--- src/rtl/byte_store_ctrl.sv ---
// LC-3b store-side write controller: lane-positions STB/STW data, drives byte
// enables and holds the write until mem_r or timeout. Optional macro: STORE_COUNT_EN.
module byte_store_ctrl #(
  parameter int TIMEOUT_CYCLES = 31,
  parameter int TO_W           = 5
) (
  input  logic        clk_50,
  input  logic        reset,
  input  logic        st_req,
  input  logic        st_byte,
  input  logic [15:0] st_addr,
  input  logic [15:0] st_data,
  output logic        st_busy,
  output logic        st_done,
  output logic        st_err,
  output logic        mem_en,
  output logic [1:0]  mem_we,
  output logic [15:0] mem_addr,
  output logic [15:0] mem_wdata,
`ifdef STORE_COUNT_EN
  output logic [15:0] st_count,
`endif
  input  logic        mem_r
);

  typedef enum logic {IDLE, WRITE} state_t;

  // Last counter value before the timeout fires; the counter counts WRITE edges with mem_r low.
  localparam logic [TO_W-1:0] TO_LAST = TO_W'(TIMEOUT_CYCLES - 1);

  state_t          state_q, state_d;
  logic [TO_W-1:0] cnt_q, cnt_d;
  logic            busy_d, done_d, err_d, en_d;
  logic [1:0]      we_d;
  logic [15:0]     addr_d, wdata_d;
  logic            timeout_hit;

  assign timeout_hit = (TIMEOUT_CYCLES != 0) && (cnt_q == TO_LAST);

  // NOTE: every signal gets a default at the top of always_comb so no path
  // leaves it unassigned; otherwise synthesis infers a latch.
  always_comb begin
    state_d = state_q;
    cnt_d   = cnt_q;
    done_d  = 1'b0;
    err_d   = 1'b0;
    en_d    = mem_en;
    we_d    = mem_we;
    addr_d  = mem_addr;
    wdata_d = mem_wdata;

    case (state_q)
      IDLE: begin
        if (st_req) begin
          if (!st_byte && st_addr[0]) begin
            err_d = 1'b1;
          end else begin
            state_d = WRITE;
            en_d    = 1'b1;
            cnt_d   = '0;
            addr_d  = {st_addr[15:1], 1'b0};
            if (st_byte) begin
              // Byte is replicated on both lanes; the write enable picks the lane.
              wdata_d = {2{st_data[7:0]}};
              we_d    = st_addr[0] ? 2'b10 : 2'b01;
            end else begin
              wdata_d = st_data;
              we_d    = 2'b11;
            end
          end
        end
      end

      WRITE: begin
        if (mem_r) begin
          state_d = IDLE;
          en_d    = 1'b0;
          we_d    = 2'b00;
          done_d  = 1'b1;
        end else if (timeout_hit) begin
          state_d = IDLE;
          en_d    = 1'b0;
          we_d    = 2'b00;
          err_d   = 1'b1;
        end else begin
          cnt_d = cnt_q + 1'b1;
        end
      end

      default: state_d = IDLE;
    endcase

    busy_d = (state_d == WRITE);
  end

  // NOTE: sequential state uses non-blocking assignments so every register
  // samples pre-edge values, independent of statement order.
  always_ff @(posedge clk_50) begin
    if (reset) begin
      state_q   <= IDLE;
      cnt_q     <= '0;
      st_busy   <= 1'b0;
      st_done   <= 1'b0;
      st_err    <= 1'b0;
      mem_en    <= 1'b0;
      mem_we    <= 2'b00;
      mem_addr  <= 16'h0000;
      mem_wdata <= 16'h0000;
    end else begin
      state_q   <= state_d;
      cnt_q     <= cnt_d;
      st_busy   <= busy_d;
      st_done   <= done_d;
      st_err    <= err_d;
      mem_en    <= en_d;
      mem_we    <= we_d;
      mem_addr  <= addr_d;
      mem_wdata <= wdata_d;
    end
  end

`ifdef STORE_COUNT_EN
  always_ff @(posedge clk_50) begin
    if (reset) begin
      st_count <= 16'h0000;
    end else if (done_d) begin
      st_count <= st_count + 16'h0001;
    end
  end
`else
  // Completion counter not built.
`endif

endmodule

--- config.mk ---
export PLATFORM = sky130hd
export DESIGN_NAME = byte_store_ctrl
export DESIGN_NICKNAME = d
export VERILOG_FILES = /design/src/rtl/byte_store_ctrl.sv
export SDC_FILE = /design/constraint.sdc
export NUM_CORES = 1
export LEC_CHECK = 0
export ABC_AREA = 1
export CORE_ASPECT_RATIO = 0.6
export CORE_MARGIN = 4
export CORE_UTILIZATION = 40
export CTS_CLUSTER_SIZE = 25
export DETAILED_ROUTE_END_ITERATION = 10
export PLACE_DENSITY = 0.76
export SYNTH_ARGS = -nofsm -noshare
export SYNTH_HDL_FRONTEND = slang
export SYNTH_SLANG_ARGS = --single-unit
--- constraint.sdc ---
create_clock -name clk_50 -period 1.5 [get_ports clk_50]
set_input_delay 0.15 -clock clk_50 [delete_from_list [all_inputs] [get_ports clk_50]]
set_output_delay 0.15 -clock clk_50 [all_outputs]
set_load 0.05 [all_outputs]
After elaboration in Yosys (flattened, before gate mapping)
Cells that the tools add are included.
{"block": "totals", "register_bits": 42, "latch_bits": 0, "ramBits": 0, "rom_bits": 0, "inputBits": 37, "out_inout_bits": 38, "wordCells": 52, "n_memories": 0}
{"block": "op_classes", "add_sub_neg": 1, "multipliers": 0, "div": 0, "order_cmp": 0, "eq_ne": 6, "shifts": 0, "mux": 29, "n_bitwise": 2, "reduce_logical": 6}
{"cell": "2-to-1 mux 5 bit", "count": 4}
{"cell": "2-to-1 mux 16 bit", "count": 1}
{"cell": "2-to-1 mux 1 bit", "count": 13}
{"cell": "2-to-1 mux 2 bit", "count": 6}
{"cell": "one-hot mux 5 bit (2 select lines)", "count": 1}
{"cell": "!= test 2 bit (second input constant)", "count": 4}
{"cell": "one-hot mux 1 bit (2 select lines)", "count": 3}
{"cell": "AND reduction 3 bit", "count": 2}
{"cell": "adder 5 x 1 -> 5 bit (second input constant)", "count": 1}
{"cell": "equality test 5 bit (second input constant)", "count": 1}
{"cell": "one-hot mux 2 bit (2 select lines)", "count": 1}
{"cell": "AND reduction 4 bit", "count": 1}
{"cell": "!= test 3 x 2 -> 1 bit (second input constant)", "count": 1}
{"cell": "NOT 1 bit", "count": 2}
{"cell": "OR reduction 2 bit", "count": 1}
{"cell": "logical AND 1 bit", "count": 1}
{"cell": "logical NOT 1 bit", "count": 1}

Longest topological paths before layout
{"block": "depth", "ltp_word": 5, "depth_mapped": 8, "ltp_nobuf": 8}

Worst setup path after synthesis
No wires, ideal clock.
{"block": "synth_path", "kind": "register to register", "start": "reg state_q", "end": "reg mem_en", "setup_time_ns": 0.070, "arrival_ns": 1.336, "t_required_ns": 1.430, "setup_slack_ns": 0.094, "stages_incl_launch_ff": 7, "path_buffers": 0, "period_less_slack_ns": 1.406, "path_cell_list": "dfxtp_1 inv_2 nor2_2 o21ai_4 nand2_1 nand2_1 a21oi_1"}
{"block": "synth_via", "elab_chain_cells": 3, "word_cells_on_any_way": 6, "cone_classes": "3 x eq/ne; 1 x mux; 1 x bitwise; 1 x reduce/logical"}
{"element": "start: declaration", "line": "31", "text": "state_t state_q, state_d;"}
{"element": "start signal: assignment", "line": "110", "text": "state_q <= state_d;"}
{"element": "NOT 1 bit (no source line)"}
{"element": "!= test 2 bit (no source line)"}
{"element": "AND reduction 3 bit (no source line)"}
{"element": "end signal: assignment", "line": "115", "text": "mem_en <= en_d;"}
{"element": "end: declaration", "line": "16", "text": "output logic mem_en,"}
Several ways; a longest one is shown, not always the timed one.
A chain may end at the register's enable or synchronous reset.

Final worst setup path
{"block": "layout_path", "start": "reg cnt_q[0]", "end": "reg mem_en"}
{"block": "layout_via", "elab_chain_cells": 3}
{"element": "start: declaration", "line": "32", "text": "logic [TO_W-1:0] cnt_q, cnt_d;"}
{"element": "start signal: assignment", "line": "111", "text": "cnt_q <= cnt_d;"}
{"element": "equality test 5 bit", "line": "38", "text": "assign timeout_hit = (TIMEOUT_CYCLES != 0) && (cnt_q == TO_LAST);"}
{"element": "!= test 3 x 2 -> 1 bit (no source line)"}
{"element": "AND reduction 3 bit (no source line)"}
No other way between the ends.

==> out/summary.txt <==
Status: complete, no violations
Initial antenna violation count: 0
Antenna Cells: 0
HP Class: input port to flop
Final #Nets: 354
Worst Path Arrival: 1560 ps
Post-Syn Area: 1797 µm²
Synth top area cells: dfxtp_1 (47%), nand2_1 (14%), a21oi_1 (10%), nand3_1 (8.6%), buf_6 (2.5%)
Die width: 94.53 µm
Worst-path cell chain: inv_1, ha_1, nand2_1, o21ai_4, nand2_1, nand2_1, a21oi_1
Core utilization of the finished layout: 0.6227
Worst hold stages: 3
Post-synth top cells: nand2_1 (65), dfxtp_1 (42), a21oi_1 (37)
Unique masters post-synth: 27
Top-count cell post-synth: nand2_1
Synth top area share: 0.4680
Hpwl dp: 3791 µm
Ys async rst share: 0
Hold endpoint: mem_addr[15]
Die ar.: 5663 µm²
Max-slew violations: 0
Lkg Pwr: 1.152 nW
Final setup vio count: 0
R2r setup slk: 130 ps
Post-Route Skew: 5.358 ps
Num rows: 18
Post-synth top area cell: dfxtp_1
CTS tree: done
Hold Vio Cnt, Final: 0
H-tree Lvls: 2
Max Fclk: 728.2 MHz
Antenna viol nets, final: 0
Power share of the combinational group: 0.263
Drt total wl: 5068 µm
Sequential share of power: 0.455
GRT overflow: 0
PnR Total Power: 2.695 mW
Later-pin clock latency in the skew report: 300 ps
Worst hold path startpoint: st_addr[15]
First-pass GRT wire length: 8038 µm
TritonRoute pass-1 iters: 4
Syn nets: 277
Reg2reg end: mem_en
Post-synth EDFFs: 0
Internal power: 1.820 mW
Root Buffer: clkbuf_8
CP dominant cell by count: nand2_1
Port Buf Inserts: 73
Register area share after synthesis: 0.4680
Clock transition at path regs: 80 ps
Post-route DRC violation count: 0
Via density: 4.803
Hold Buf Count CTS: 0
Vias in the first global route: 1651
Core area: 4212 µm²
Power per Cell Area: 1028 nW/µm²
Peak per-stage delay on the critical path: 370 ps
DRT iter0 DRCs: 94
Overall die height: 59.92 µm
Minimum clock period: 1373 ps
Setup TNS: 0 ps
Mapped Cells: 238
Post-Syn Area per Cell: 7.549 µm²
Synth Flop Type: dfxtp_1
Post-Layout Cell Count: 376
Tcrit/Tclk final: 0.9155
Share of layout cells above drive strength 1: 0.2152
Pin count of the biggest net entering global routing: 23
Startpoint class of the critical path: flop
Switch Pwr: 874.5 µW
Inst Count DP: 368
Sw Ratio: 0.3245
YS warnings: 0
RSZ-0062 raised after global routing: no
Worst-case reg-to-reg path depth: 7
Critical path's slowest cell: dfxtp_1
Via Count: 1806
DR WL/cell: 13.48 µm
CP Data Required Time: 1690 ps
Worst Path Max Fanout: 8
Clock Path Buffers: 2
All-Layer GR Usage: 0.1843
GPL Wtd Cong: 0.8481
I/O pin count: 75
Clock share of power: 0.282
Starting Density: 0.4266
Setup CP Type: flop to flop
FF-to-FF Start: cnt_q[0]
Critical Path End Type: flop
Max VDD drop: 570.6 µV
Area Overhead vs Synth: 45.96%
CTS Buf Count: 5
Clk sink count: 42
# fillers: 396
MaxCap Viol Count: 0
Yosys reg bits: 42
[worst max path at each step]
| stage | start | depth (start not counted) | slack (ps) | endpoint |
|---|---|---|---|---|
| 4_1_cts | cnt_q[1] | 6 | 110 | mem_en |
| 5_1_grt | cnt_q[0] | 7 | 20 | mem_we[1] |
| 3_3_place_gp | st_req | 7 | 50 | mem_wdata[10] |
| 3_5_place_dp | st_byte | 6 | 20 | mem_wdata[6] |
| 2_1_floorplan | state_q | 6 | 90 | mem_en |
| 6_report | cnt_q[0] | 7 | 130 | mem_en |
[worst max-delay path: cells and delay by family (launching register included)]
| kind | cells | cell delay [ps] |
|---|---|---|
| fa+ha+maj | 1 | 160 |
| compound gates | 2 | 310 |
| simple gates | 3 | 350 |
| flops | 1 | 370 |
| buf+inv | 1 | 90 |
[logic make-up after synthesis]
logic type               after synthesis  share of synthesized area
AO/OA/AOI/OAI                         49                     0.1442
adder cells (fa/ha/maj)                2                    0.01393
buffers and inverters                 25                    0.07730
flip-flops                            42                     0.4680
other                                  1                   0.002087
AND/OR/NAND/NOR                      119                     0.2946
[per-stage QoR]
stage | worst slack, ps | area [µm²] | hold slack (ps)
detailed placement | 23.72 | 2526 | 456.2
CTS | 112.6 | 2621 | 422.9
global placement | 53.78 | 2526 | 448.5
floorplan | 93.84 | 1797 | 309.2
finish | 126.7 | 2623 | 420.0
global route | 23.59 | 2623 | 432.5
[placed cells by master (no fill, tap or decap), drive strengths merged]
cell type	count
nand2	69
buf	49
dfxtp	42
a21oi	37
clkdlybuf4s50	36
nand3	31
nor2	13
o21ai	11
inv	10
clkbuf	6
nand4	3
ha	2
nor3	1
or2	1
and3	1
o21bai	1
conb	1
clkinvlp	1
clkinv	1
[sequential cells by signal (all words and copies together), names as in the netlist]
name,count
st_err,1
mem_we,2
cnt_q,5
mem_en,1
st_done,1
mem_addr,15
state_q,1
mem_wdata,16
[power groups by stage]
stage	combinational [mW]	sequential [mW]	clock [mW]
global placement	0.704	1.25	0
global route	0.758	1.24	0.827
floorplan	0.219	1.47	0
finish	0.709	1.23	0.759
CTS	0.713	1.23	0.767
detailed placement	0.711	1.25	0
[cell type report]
class	count	area, µm²	area share
sequential	42	842.1	0.3211
timing repair buffer	85	753.2	0.2872
clock buffer	6	82.58	0.03149
multi-input combinational	171	817.0	0.3115
clock inverter	2	12.51	0.004771
inverter	10	40.04	0.01527
tap	60	75.07	0.02863
[layer usage]
metal | vias up | global-route usage | routed length, µm
met1 | 806 | 0.2630 | 2503
li1 | 935 | - | -
met2 | 57 | 0.2490 | 2034
met4 | 0 | 0.05544 | 53
met5 | - | 0 | 0
met3 | 8 | 0.07799 | 477
[what timing repair did]
item,CTS,global route
buffers inserted,0,0
endpoints found under the setup margin,0,3
resized for setup,0,1
Power figures use the tool's default switching activity.
==> RTL change 1, RTL diff (config.mk and constraints unchanged) <==
Build with the macro `STORE_COUNT_EN` defined.
--- a/src/rtl/byte_store_ctrl.sv
+++ b/src/rtl/byte_store_ctrl.sv
@@ -1,4 +1,6 @@
 // LC-3b store-side write controller: lane-positions STB/STW data, drives byte
 // enables and holds the write until mem_r or timeout. Optional macro: STORE_COUNT_EN.
+`define STORE_COUNT_EN
+
 module byte_store_ctrl #(
   parameter int TIMEOUT_CYCLES = 31,
Check against the original RTL (old outputs only; new: st_count): equivalent (Yosys induction, for registers that start in step).
==> RTL change 1 against the unedited design <==
  * Design area is 43% higher
  * Critical path depth stayed put
  * Sequential share of layout area is 1.0 points lower
  * Critical path type unchanged
  * Highest routed layer unchanged
  * Synthesized area is 42% higher
  * Sequential cell count is 16 higher
  * Routed wire length is 35% higher
  * Fmax is 0.50% higher
  * Worst setup slack better by 6.8 ps
  * Sequential power is 37% higher
  * Power is 56% higher
==> RTL change 1: results (changes against the unedited design) <==
placed_design:
  hpwlAfterDp_mm: 5.10  # +35%
  gp_congestion: 0.852  # +0.45%
  dp_cells: 526  # +43%
critical_path:
  critical-path-top-delay-family: "compound AO/OA/AOI/OAI gates"
  crit_fanout: 7  # -1
  worstPathArrival_ps: 1600  # +40 ps
  critical_path.max_stage_delay_ps: 340  # -30 ps
global_route:
  first_global_vias: 2390  # +45%
  grt_util_all_layers_pct: 18.1  # -0.35 points
  grt_pass1_wl_mm: 11.4  # +42%
power:
  seq-power_mw: 1.69  # +37%
  comb_power_mw: 0.829  # +17%
  irDropWorstVdd_mv: 0.596  # +4.4%
timing:
  period_needed_ps: 1370  # -6.82 ps
  finClkSkew_ps: 9.86  # +4.50 ps
  hold_slack_ps: 440  # +19.9 ps
final_layout:
  n_fill_cell: 545  # +38%
  drive_gt1_share_pct: 22.4  # +0.92 points
  largestRegisters: "mem_wdata: 16 flops, st_count: 16 flops, mem_addr: 15 flops"
  regArea_sq_um: 1170  # +38%
yosys:
  ys_types: 28  # +3.7%
  synth_nets: 393  # +42%
  synth_area_per_cell_sq_um: 7.23  # -4.3%
  synth_area_leaders: "dfxtp_1, nand2_1, a21oi_1, o21ai_0, inv_1"
  synth_compound_area_share_pct: 19.5  # +5.1 points
  synthAdderAreaFrac_pct: 1.47  # +0.079 points
min_path:
  min_to: "mem_addr[8]"
  min-delay-start: "st_addr[8]"
drt:
  viasPerCell: 4.68  # -2.6%
run_status:
  status: "finished, final reports clean"
clocking:
  h-tree-depth: 3  # +1
## RTL change 1: cell count changes in the layout (fill, tap and decap cells not counted), sizes merged, moves of 2 or more
| cell | change |
|---|---|
| nor2 | +19 |
| buf | +20 |
| clkbuf | +6 |
| bufinv | +2 |
| nand3 | -20 |
| o21ai | +32 |
| dfxtp | +16 |
| a21oi | +12 |
| nand2 | +2 |
| inv | +45 |
| nor3 | +3 |
## RTL change 1: area by class of cell
class / instances / share of cell area, %
clock inverter: 4 / 1.94
sequential: 58 / 31.1
tap: 84 / 2.80
multi-input combinational: 224 / 30.0
timing repair buffer: 105 / 24.1
clock buffer: 12 / 4.41
inverter: 56 / 5.61
## RTL change 1: routing by layer
metal	track usage (%)	wire length, um	vias to the layer above
li1	-	-	1324
met1	23.5	3310	1127
met2	27.1	2870	76
met3	8.23	575	13
met4	5.26	90	0
met5	0	0	-
==> RTL change 2, RTL diff (same flow settings) <==
Made on the original files. Add an input register stage for `st_req`, `st_byte`, `st_addr`, `st_data` and `mem_r`; this delays them by one clock.
--- a/src/rtl/byte_store_ctrl.sv
+++ b/src/rtl/byte_store_ctrl.sv
@@ -29,4 +29,18 @@
   localparam logic [TO_W-1:0] TO_LAST = TO_W'(TIMEOUT_CYCLES - 1);
 
+  logic st_req_q;
+  logic st_byte_q;
+  logic [15:0] st_addr_q;
+  logic [15:0] st_data_q;
+  logic mem_r_q;
+
+  always_ff @(posedge clk_50) begin
+    st_req_q  <= st_req;
+    st_byte_q <= st_byte;
+    st_addr_q <= st_addr;
+    st_data_q <= st_data;
+    mem_r_q   <= mem_r;
+  end
+
   state_t          state_q, state_d;
   logic [TO_W-1:0] cnt_q, cnt_d;
@@ -52,6 +66,6 @@
     case (state_q)
       IDLE: begin
-        if (st_req) begin
-          if (!st_byte && st_addr[0]) begin
+        if (st_req_q) begin
+          if (!st_byte_q && st_addr_q[0]) begin
             err_d = 1'b1;
           end else begin
@@ -59,11 +73,11 @@
             en_d    = 1'b1;
             cnt_d   = '0;
-            addr_d  = {st_addr[15:1], 1'b0};
-            if (st_byte) begin
+            addr_d  = {st_addr_q[15:1], 1'b0};
+            if (st_byte_q) begin
               // Byte is replicated on both lanes; the write enable picks the lane.
-              wdata_d = {2{st_data[7:0]}};
-              we_d    = st_addr[0] ? 2'b10 : 2'b01;
+              wdata_d = {2{st_data_q[7:0]}};
+              we_d    = st_addr_q[0] ? 2'b10 : 2'b01;
             end else begin
-              wdata_d = st_data;
+              wdata_d = st_data_q;
               we_d    = 2'b11;
             end
@@ -73,5 +87,5 @@
 
       WRITE: begin
-        if (mem_r) begin
+        if (mem_r_q) begin
           state_d = IDLE;
           en_d    = 1'b0;
Function: changed (a bounded check fails within 4 cycles, from zero or initial values and one cycle with reset high).
==> RTL change 2 against the unedited design <==
  * Synthesized area rose by 39%
  * Core utilization fell by 3.4 points
  * Worst setup slack improved by 58 ps
  * Routed wire length rose by 16%
  * Global-route usage fell by 2.2 points
  * Design area rose by 30%
  * Via count rose by 13%
  * Power rose by 65%
  * Worst hold slack got worse by 180 ps
  * Sequential cell count rose by 35
  * Non-clock buffer count fell by 2
  * Clock power rose by 98%
==> RTL change 2: results (changes against the unedited design) <==
critical_path:
  worstSetupEndpointType: "flip-flop"
  startpoint: "cnt_q[1]"
  critical_path.max_stage_delay_ps: 410  # +40 ps
  slowest_stage: "dfxtp_1"
  worstPathArrival_ps: 1600  # +40 ps
  crit_fanout: 7  # -1
  critical-path-top-delay-family: "simple AND/OR/NAND/NOR gates"
  r2r_cells: 7  # unchanged
final_layout:
  diodes: 0  # unchanged
  layout.nets: 394  # +11%
  drive_gt1_share_pct: 19.8  # -1.7 points
  n_fill_cell: 519  # +31%
  largestRegisters: "mem_wdata: 16 flops, st_addr_q: 16 flops, st_data_q: 16 flops"
clocking:
  cts_root_buf: "clkbuf_8"
  cts_resized: 0  # unchanged
  h-tree-depth: 3  # +1
  numCtsBuffers: 9  # +4
  cts.clk_slew.worst_paths_ps: 70
  clock_latency_ps: 340  # +40 ps
  clockBufferDepth: 2  # unchanged
  cts_setup_buffers: 0  # unchanged
min_path:
  hold_path_class: "in -> reg"
  min-delay-start: "st_data[4]"
  hold_depth: 1  # -2
power:
  irDropWorstVdd_mv: 0.648  # +13%
  p_leak_nw: 1.48  # +29%
yosys:
  async_flop_share_pct: 0  # unchanged
  synth_nets: 316  # +14%
  ys_types: 22  # -19%
  synth_area_per_cell_sq_um: 8.99  # +19%
  synth_area_leaders: "dfxtp_1, nand2_1, a21oi_1, nand3_1, nor2_1"
  netlist_top_cells_count: "dfxtp_1, nand2_1, a21oi_1, nand3_1, nor2_1"
  synth_ff_type: "dfxtp_1"
  synth-warning-count: 0  # unchanged
  synth_seq_area_share_pct: 61.9  # +15 points
global_route:
  first_global_vias: 1870  # +13%
  grt_util_all_layers_pct: 16.2  # -2.2 points
  grt_pass1_wl_mm: 9.50  # +18%
  grt_start_max_net_pins: 36  # +57%
  antenna_found_initial: 0  # unchanged
timing:
  fin_setup_tns_ps: 0  # unchanged
  finClkSkew_ps: 5.64  # +0.283 ps
drt:
  viasPerCell: 4.65  # -3.2%
  vias: 2042  # +13%
  dr.pass1.iters: 4  # unchanged
  drtIter0Drc: 121  # +29%
  totalWireLength_mm: 5.89  # +16%
placed_design:
  hpwlAfterDp_mm: 4.23  # +12%
  gp_congestion: 0.883  # +4.1%
  port_buffers: 73  # unchanged
  dp_cells: 424  # +15%
run_status:
  status: "finished, final reports clean"
## RTL change 2: cell count changes in the layout (fill, tap and decap cells not counted), moves of 2 or more
cell | before | now
dfxtp_1 | 41 | 77
nor2_1 | 11 | 16
clkbuf_8 | 6 | 10
inv_1 | 8 | 5
nand2_1 | 65 | 68
nand4_1 | 3 | 1
## RTL change 2: routing by layer
layer	vias up	track usage (%)	wire (um)
met1	889	23.9	2720
met3	9	6.81	648
met2	88	21.2	2460
met5	-	0	0
li1	1056	-	-
met4	0	4.98	61
## RTL change 2: area by class of cell
type                       instances  area (sq um)  share of cell area [%]
clock buffer                      11           141                    4.13
tap                               80           100                    2.93
sequential                        77          1540                    45.1
inverter                           7          26.3                   0.768
multi-input combinational        177           836                    24.4
timing repair buffer              83           726                    21.2
clock inverter                     4          48.8                    1.43
## RTL change 2: per-stage QoR
step / instance area (sq um) / worst slack [ps] / hold slack, ps
2_1_floorplan: 2490 / 44.2 / 178
3_3_place_gp: 3230 / 252 / 450
3_5_place_dp: 3230 / 209 / 456
4_1_cts: 3420 / 190 / 223
5_1_grt: 3420 / 52.4 / 219
6_report: 3420 / 185 / 242
## RTL change 2: logic make-up (layout without fill, tap and decap cells)
logic type	count (synthesis)	count (layout)	share of synthesized area [%]
DFF	77	77	61.9
xor gates and xnor gates	1	1	0.352
buffers and inverters	23	105	4.57
other	1	1	0.151
adders and majority gates	2	2	1.00
AOI/OAI and AO/OA	48	48	10.1
and+or+nand+nor	125	125	21.9
## RTL change 2: final timing paths
check	to	slack, ps
worst max-delay path	cnt_q[4]	180
worst min-delay path	st_data_q[4]	240
worst max register to register	cnt_q[4]	180
worst min register to register	mem_addr[13]	460
## RTL change 2: report_power, final
part / internal (mW) / switching, mW
Sequential: 2.16 / 0.0672
Combinational: 0.258 / 0.443
Clock: 0.802 / 0.703
